==> src/rtl/led_matrix_pkg.sv <==
// rtl/led_matrix_pkg.sv - shared types and constants for the 8x8 RGB LED matrix scanner
package led_matrix_pkg;

    localparam int ROWS = 8;
    localparam int COLS = 8;

    localparam logic [7:0] COL_OFF = 8'hFF;
    localparam logic [7:0] ROW_OFF = 8'h00;

    typedef enum logic {
        SCAN,
        BLANK
    } scan_state_t;

    typedef struct packed {
        logic [7:0] r;
        logic [7:0] g;
        logic [7:0] b;
    } rgb_row_t;

endpackage

==> src/rtl/led_frame_bank.sv <==
// rtl/led_frame_bank.sv - double-buffered 8x8x3 frame store, sync write port, combinational read port
module led_frame_bank
    import led_matrix_pkg::*;
(
    input  logic       clk,
    input  logic       rst,
    input  logic       wr_en,
    input  logic       wr_bank,
    input  logic [2:0] wr_row,
    input  rgb_row_t   wr_data,
    input  logic       rd_bank,
    input  logic [2:0] rd_row,
    output rgb_row_t   rd_data
);

    rgb_row_t mem [2][ROWS];

    always_ff @(posedge clk or posedge rst) begin
        if (rst) begin
            for (int b = 0; b < 2; b++) begin
                for (int r = 0; r < ROWS; r++) begin
                    mem[b][r] <= '0;
                end
            end
        end else if (wr_en) begin
            mem[wr_bank][wr_row] <= wr_data;
        end
    end

    assign rd_data = mem[rd_bank][rd_row];

endmodule

==> src/rtl/led_matrix_scanner.sv <==
// rtl/led_matrix_scanner.sv - row-scanning refresh controller with tear-free bank swap
// Optional inter-row blanking is built in when LED_SCAN_BLANKING_EN is defined.
module led_matrix_scanner
    import led_matrix_pkg::*;
#(
    parameter int ROW_CYCLES   = 6250,
    parameter int BLANK_CYCLES = 16
) (
    input  logic       clk,
    input  logic       rst,
    input  logic       wr_valid,
    output logic       wr_ready,
    input  logic [2:0] wr_row,
    input  logic [7:0] wr_r,
    input  logic [7:0] wr_g,
    input  logic [7:0] wr_b,
    input  logic       swap_req,
    output logic       swap_ack,
    output logic       frame_start,
    output logic [7:0] led_row,
    output logic [7:0] led_col_r,
    output logic [7:0] led_col_g,
    output logic [7:0] led_col_b
);

    localparam int CNT_MAX = (ROW_CYCLES > BLANK_CYCLES) ? ROW_CYCLES : BLANK_CYCLES;
    localparam int CNT_W   = $clog2(CNT_MAX + 1);

    scan_state_t      state, state_nxt;
    logic             started;
    logic [2:0]       row, row_nxt;
    logic [CNT_W-1:0] cnt, cnt_nxt;
    logic             front, front_nxt;
    logic             swap_pending, pending_nxt;
    logic             boundary, ack, drive;
    rgb_row_t         rd_data;

    always_comb begin
        state_nxt = state;
        row_nxt   = row;
        cnt_nxt   = cnt + 1'b1;
        boundary  = 1'b0;
        drive     = 1'b1;
        if (!started) begin
            // first edge out of reset opens row 0 like a frame boundary
            state_nxt = SCAN;
            row_nxt   = 3'd0;
            cnt_nxt   = '0;
            boundary  = 1'b1;
        end else begin
            case (state)
                SCAN: begin
                    if (cnt == CNT_W'(ROW_CYCLES - 1)) begin
                        cnt_nxt = '0;
`ifdef LED_SCAN_BLANKING_EN
                        state_nxt = BLANK;
                        drive     = 1'b0;
`else
                        row_nxt  = row + 3'd1;
                        boundary = (row == 3'd7);
`endif
                    end
                end
                default: begin
`ifdef LED_SCAN_BLANKING_EN
                    drive = 1'b0;
                    if (cnt == CNT_W'(BLANK_CYCLES - 1)) begin
                        cnt_nxt   = '0;
                        state_nxt = SCAN;
                        row_nxt   = row + 3'd1;
                        boundary  = (row == 3'd7);
                        drive     = 1'b1;
                    end
`else
                    state_nxt = SCAN;
                    cnt_nxt   = '0;
`endif
                end
            endcase
        end
        ack         = boundary & swap_pending;
        front_nxt   = front ^ ack;
        // a request seen in the boundary cycle survives the clear and waits a frame
        pending_nxt = swap_req | (swap_pending & ~boundary);
    end

    led_frame_bank u_bank (
        .clk     (clk),
        .rst     (rst),
        .wr_en   (wr_valid & wr_ready),
        .wr_bank (~front),
        .wr_row  (wr_row),
        .wr_data ({wr_r, wr_g, wr_b}),
        .rd_bank (front_nxt),
        .rd_row  (row_nxt),
        .rd_data (rd_data)
    );

    always_ff @(posedge clk or posedge rst) begin
        if (rst) begin
            state        <= SCAN;
            started      <= 1'b0;
            row          <= 3'd0;
            cnt          <= '0;
            front        <= 1'b0;
            swap_pending <= 1'b0;
            swap_ack     <= 1'b0;
            frame_start  <= 1'b0;
            led_row      <= ROW_OFF;
            led_col_r    <= COL_OFF;
            led_col_g    <= COL_OFF;
            led_col_b    <= COL_OFF;
        end else begin
            state        <= state_nxt;
            started      <= 1'b1;
            row          <= row_nxt;
            cnt          <= cnt_nxt;
            front        <= front_nxt;
            swap_pending <= pending_nxt;
            swap_ack     <= ack;
            frame_start  <= boundary;
            led_row      <= drive ? (8'b1 << row_nxt) : ROW_OFF;
            led_col_r    <= drive ? ~rd_data.r : COL_OFF;
            led_col_g    <= drive ? ~rd_data.g : COL_OFF;
            led_col_b    <= drive ? ~rd_data.b : COL_OFF;
        end
    end

    assign wr_ready = ~swap_pending;

endmodule

==> config.mk <==
export PLATFORM = sky130hd
export DESIGN_NAME = led_matrix_scanner
export DESIGN_NICKNAME = d
export VERILOG_FILES = /design/src/rtl/led_matrix_pkg.sv /design/src/rtl/led_frame_bank.sv /design/src/rtl/led_matrix_scanner.sv
export SDC_FILE = /design/constraint.sdc
export NUM_CORES = 1
export LEC_CHECK = 0
export CAP_MARGIN = 20
export CORE_MARGIN = 5
export CORE_UTILIZATION = 61
export DETAILED_ROUTE_END_ITERATION = 6
export PLACE_DENSITY = 0.8
export SYNTH_ARGS = -nofsm -noshare
export SYNTH_HDL_FRONTEND = slang
export SYNTH_HIERARCHICAL = 1
export SYNTH_SLANG_ARGS = --single-unit
export TNS_END_PERCENT = 20
==> constraint.sdc <==
create_clock -name clk -period 16.21 [get_ports clk]
set_clock_uncertainty 0.1 [all_clocks]
set_input_delay 2.4315 -clock clk [delete_from_list [all_inputs] [get_ports clk]]
set_output_delay 2.4315 -clock clk [all_outputs]
set_load 0.01 [all_outputs]
==> impl_metrics.py <==
metrics = {
    "clocking": {
        "cts.htree.levels": 2,
        "cts_sinks": 437,
        "clkTransAtPathRegs_ns": 0.06,
        "cts_setup_buffers": 0,
        "cts_resized": 0,
        "cts_tree": "yes",
        "cts_made_buffers": 46,
        "root_buffer": "clkbuf_16",
        "holdBufCountCts": 0,
        "cts_buffer_depth": 3,
        "insertion_delay_ns": 0.54,
    },
    "worst_setup_path": {
        "r2r-start": "cnt[10]",
        "cp.arrival_ns": 5.12,
        "r2r_slack_ns": 11.55,
        "crit_path_top_delay_cell": "and3_1",
        "cp.required_ns": 16.52,
        "critical_path_class": "in -> reg",
        "cp_max_fo": 13,
        "critPathCaptureType": "flip-flop",
        "critPathMaxStageDelay_ns": 0.77,
        "path_cells": "clkdlybuf4s50_1 > nor2b_1 > nor3b_2 > and3_1 > buf_4 > mux2_2",
        "r2r_end": "led_col_g[2]",
        "reg2reg_depth": 10,
        "worst_setup_path_start_kind": "input pin",
    },
    "placement": {
        "gp_congestion": 0.755,
        "port_buffers": 65,
        "dpl.hpwl_mm": 22.5,
        "place_ws_ns": 10.91,
    },
    "grt": {
        "gr-max-usage-layer": "met2",
        "use_met1_pct": 34.3,
        "gr-usage-met3_pct": 4.26,
        "grt_max_degree": 168,
        "antenna_found_initial": 0,
        "grt-ovfl-total": 0,
        "grt.met2_usage_pct": 38.4,
        "grt_pass1_vias": 11600,
        "grt_pass1_wl_mm": 66.5,
        "track_usage_pct": 23.7,
    },
    "min_path": {
        "min_from": "u_bank/mem[306]",
        "min_to": "u_bank/mem[306]",
        "holdPathStages": 1,
        "min_path_type": "reg -> reg",
    },
    "timing": {
        "maxSlewHeadroom_pct": 23.0,
        "setup_tns_ns": 0,
        "slew_viol_final": 0,
        "rsz0062_at_grt": "no",
        "min_period_ns": 4.81,
        "min_period_over_period_pct": 29.6,
        "max_freq_mhz": 208,
        "finalHoldViolations": 0,
        "setup_viol": 0,
        "worst_slew_pin_slew_ns": 1.15,
        "fin_ws_ns": 11.40,
    },
    "flow_run": {
        "maxCapViolCount": 0,
    },
    "synth": {
        "synth_nets": 1266,
        "syn_area_mm2": 0.0193,
        "synthTopCellsByArea": "dfrtp_1 (54%), mux2_2 (22%), mux4_2 (11%), dfstp_2 (3.3%), a22oi_1 (1.9%)",
        "yosys_warnings": 6,
        "synth_edf_count": 0,
        "synth_flop_cell": "dfrtp_1",
        "yosysTopAreaCell": "dfrtp_1",
        "synth_top_area_share_pct": 53.6,
        "yosys_register_bits": 437,
        "async_flop_share_pct": 100,
        "avgSynthCellArea_um2": 15.7,
        "ys_types": 40,
        "synthCells": 1231,
        "yosysMostFrequentCell": "dfrtp_1",
        "synth_seq_area_share_pct": 56.9,
        "synthTopCellsByCount": "dfrtp_1 (413), mux2_2 (384), mux4_2 (96)",
    },
    "die": {
        "coreArea_mm2": 0.0314,
        "die_w_um": 188,
        "die_h_um": 188,
        "rows": 65,
        "pin_count": 66,
        "dieArea_mm2": 0.0353,
        "start_util_pct": 61.4,
    },
    "cells_and_area": {
        "drive_gt1_share_pct": 47.3,
        "nets": 1300,
        "diodes": 0,
        "syn_to_final_growth_pct": 12.6,
    },
    "detailed_routing": {
        "wirelength_mm": 40.8,
        "drc": 0,
        "wire_per_inst_um": 24.0,
        "drt-pass1-iter-count": 4,
        "ant_nets": 0,
        "num_vias": 10600,
        "avgViaCountPerCell": 6.23,
        "first_iter_violations": 756,
    },
    "power": {
        "power.density_mw_per_mm2": 161,
        "irDropWorstVdd_mv": 0.111,
        "power_leakage_nw": 9.77,
    },
    "status": {
        "status": "finished, final reports clean",
    },
}
## metrics by stage
| step | total power [W] | instance area, µm² | instances | hold slack (ns) | util [%] |
|---|---|---|---|---|---|
| floorplan | 0.00227 | 19300 | 1231 | 0.374 | - |
| global placement | 0.00243 | 20100 | 1617 | 0.382 | 64.1 |
| detailed placement | 0.00248 | 20100 | 1617 | 0.387 | 64.1 |
| CTS | 0.00353 | 21700 | 1701 | 0.400 | 69.0 |
| global route | 0.00369 | 21700 | 1703 | 0.409 | 69.2 |
| finish | 0.00351 | 21700 | 1703 | 0.399 | 69.2 |
## flip-flops by register name, indices dropped and copies added (netlist names)
signal,flops
u_bank/mem,384
cnt,13
led_col_b,8
led_col_g,8
led_col_r,8
led_row,8
row,3
frame_start,1
front,1
started,1
swap_ack,1
swap_pending,1
## area by class of cell
type / count / area, µm²
timing repair buffer: 83 / 838
clock buffer: 75 / 1430
fill: 2105 / 9680
multi-input combinational: 663 / 7740
sequential: 437 / 11000
tap: 402 / 503
inverter: 34 / 138
clock inverter: 9 / 98.8
## cells in the final DEF (no fill, tap or decap), drive strengths merged, types with 8 or more instances in the layout
cell type,instances
a22oi,48
buf,18
clkbuf,75
clkdlybuf4s50,65
dfrtp,413
dfstp,24
inv,34
mux2,385
mux4,96
nand2,33
nand2b,8
nor2,31
xnor2,10
## worst max-delay path by stage
stage | startpoint | to | depth (start not counted)
after CTS | wr_valid | u_bank/mem[89] | 6
after global routing | row[0] | led_col_r[1] | 12
after detailed placement | wr_valid | u_bank/mem[89] | 6
final | wr_valid | u_bank/mem[84] | 6
after global placement | wr_valid | u_bank/mem[81] | 6
after floorplan | rst | u_bank/mem[0] | 1
## power by group
part	internal [W]	total, W	switching [W]	leakage [nW]
logic	0.000530	0.000842	0.000313	3.34
clock network	0.000635	0.00105	0.000412	0.756
registers	0.00145	0.00162	0.000168	5.67
## critical path: cells and delay by family
| family | cells | cell delay, ns |
|---|---|---|
| mux | 1 | 0.37 |
| buf+inv | 2 | 0.85 |
| simple gates | 3 | 1.44 |
## kinds of logic (layout without fill, tap and decap cells)
kind of cell | after synthesis | in the layout | synth area share, %
AO/OA/AOI/OAI | 52 | 52 | 2.02
XOR/XNOR | 13 | 13 | 0.591
adder cells (fa/ha/maj) | 4 | 4 | 0.260
buffers and inverters | 131 | 201 | 3.34
flip-flops | 437 | 437 | 56.9
multiplexers | 485 | 485 | 33.9
other | 1 | 1 | 0.0195
AND/OR/NAND/NOR | 108 | 108 | 2.97
## metal layers
| layer | share of wire, % | vias to the layer above | routed length [µm] |
|---|---|---|---|
| met3 | 5.2 | 60 | 2120 |
| li1 | - | 4556 | - |
| met1 | 44 | 5697 | 17900 |
| met4 | 1.9 | 0 | 763 |
| met5 | 0 | - | 0 |
| met2 | 49 | 290 | 20000 |
Power figures use the tool's default switching activity.
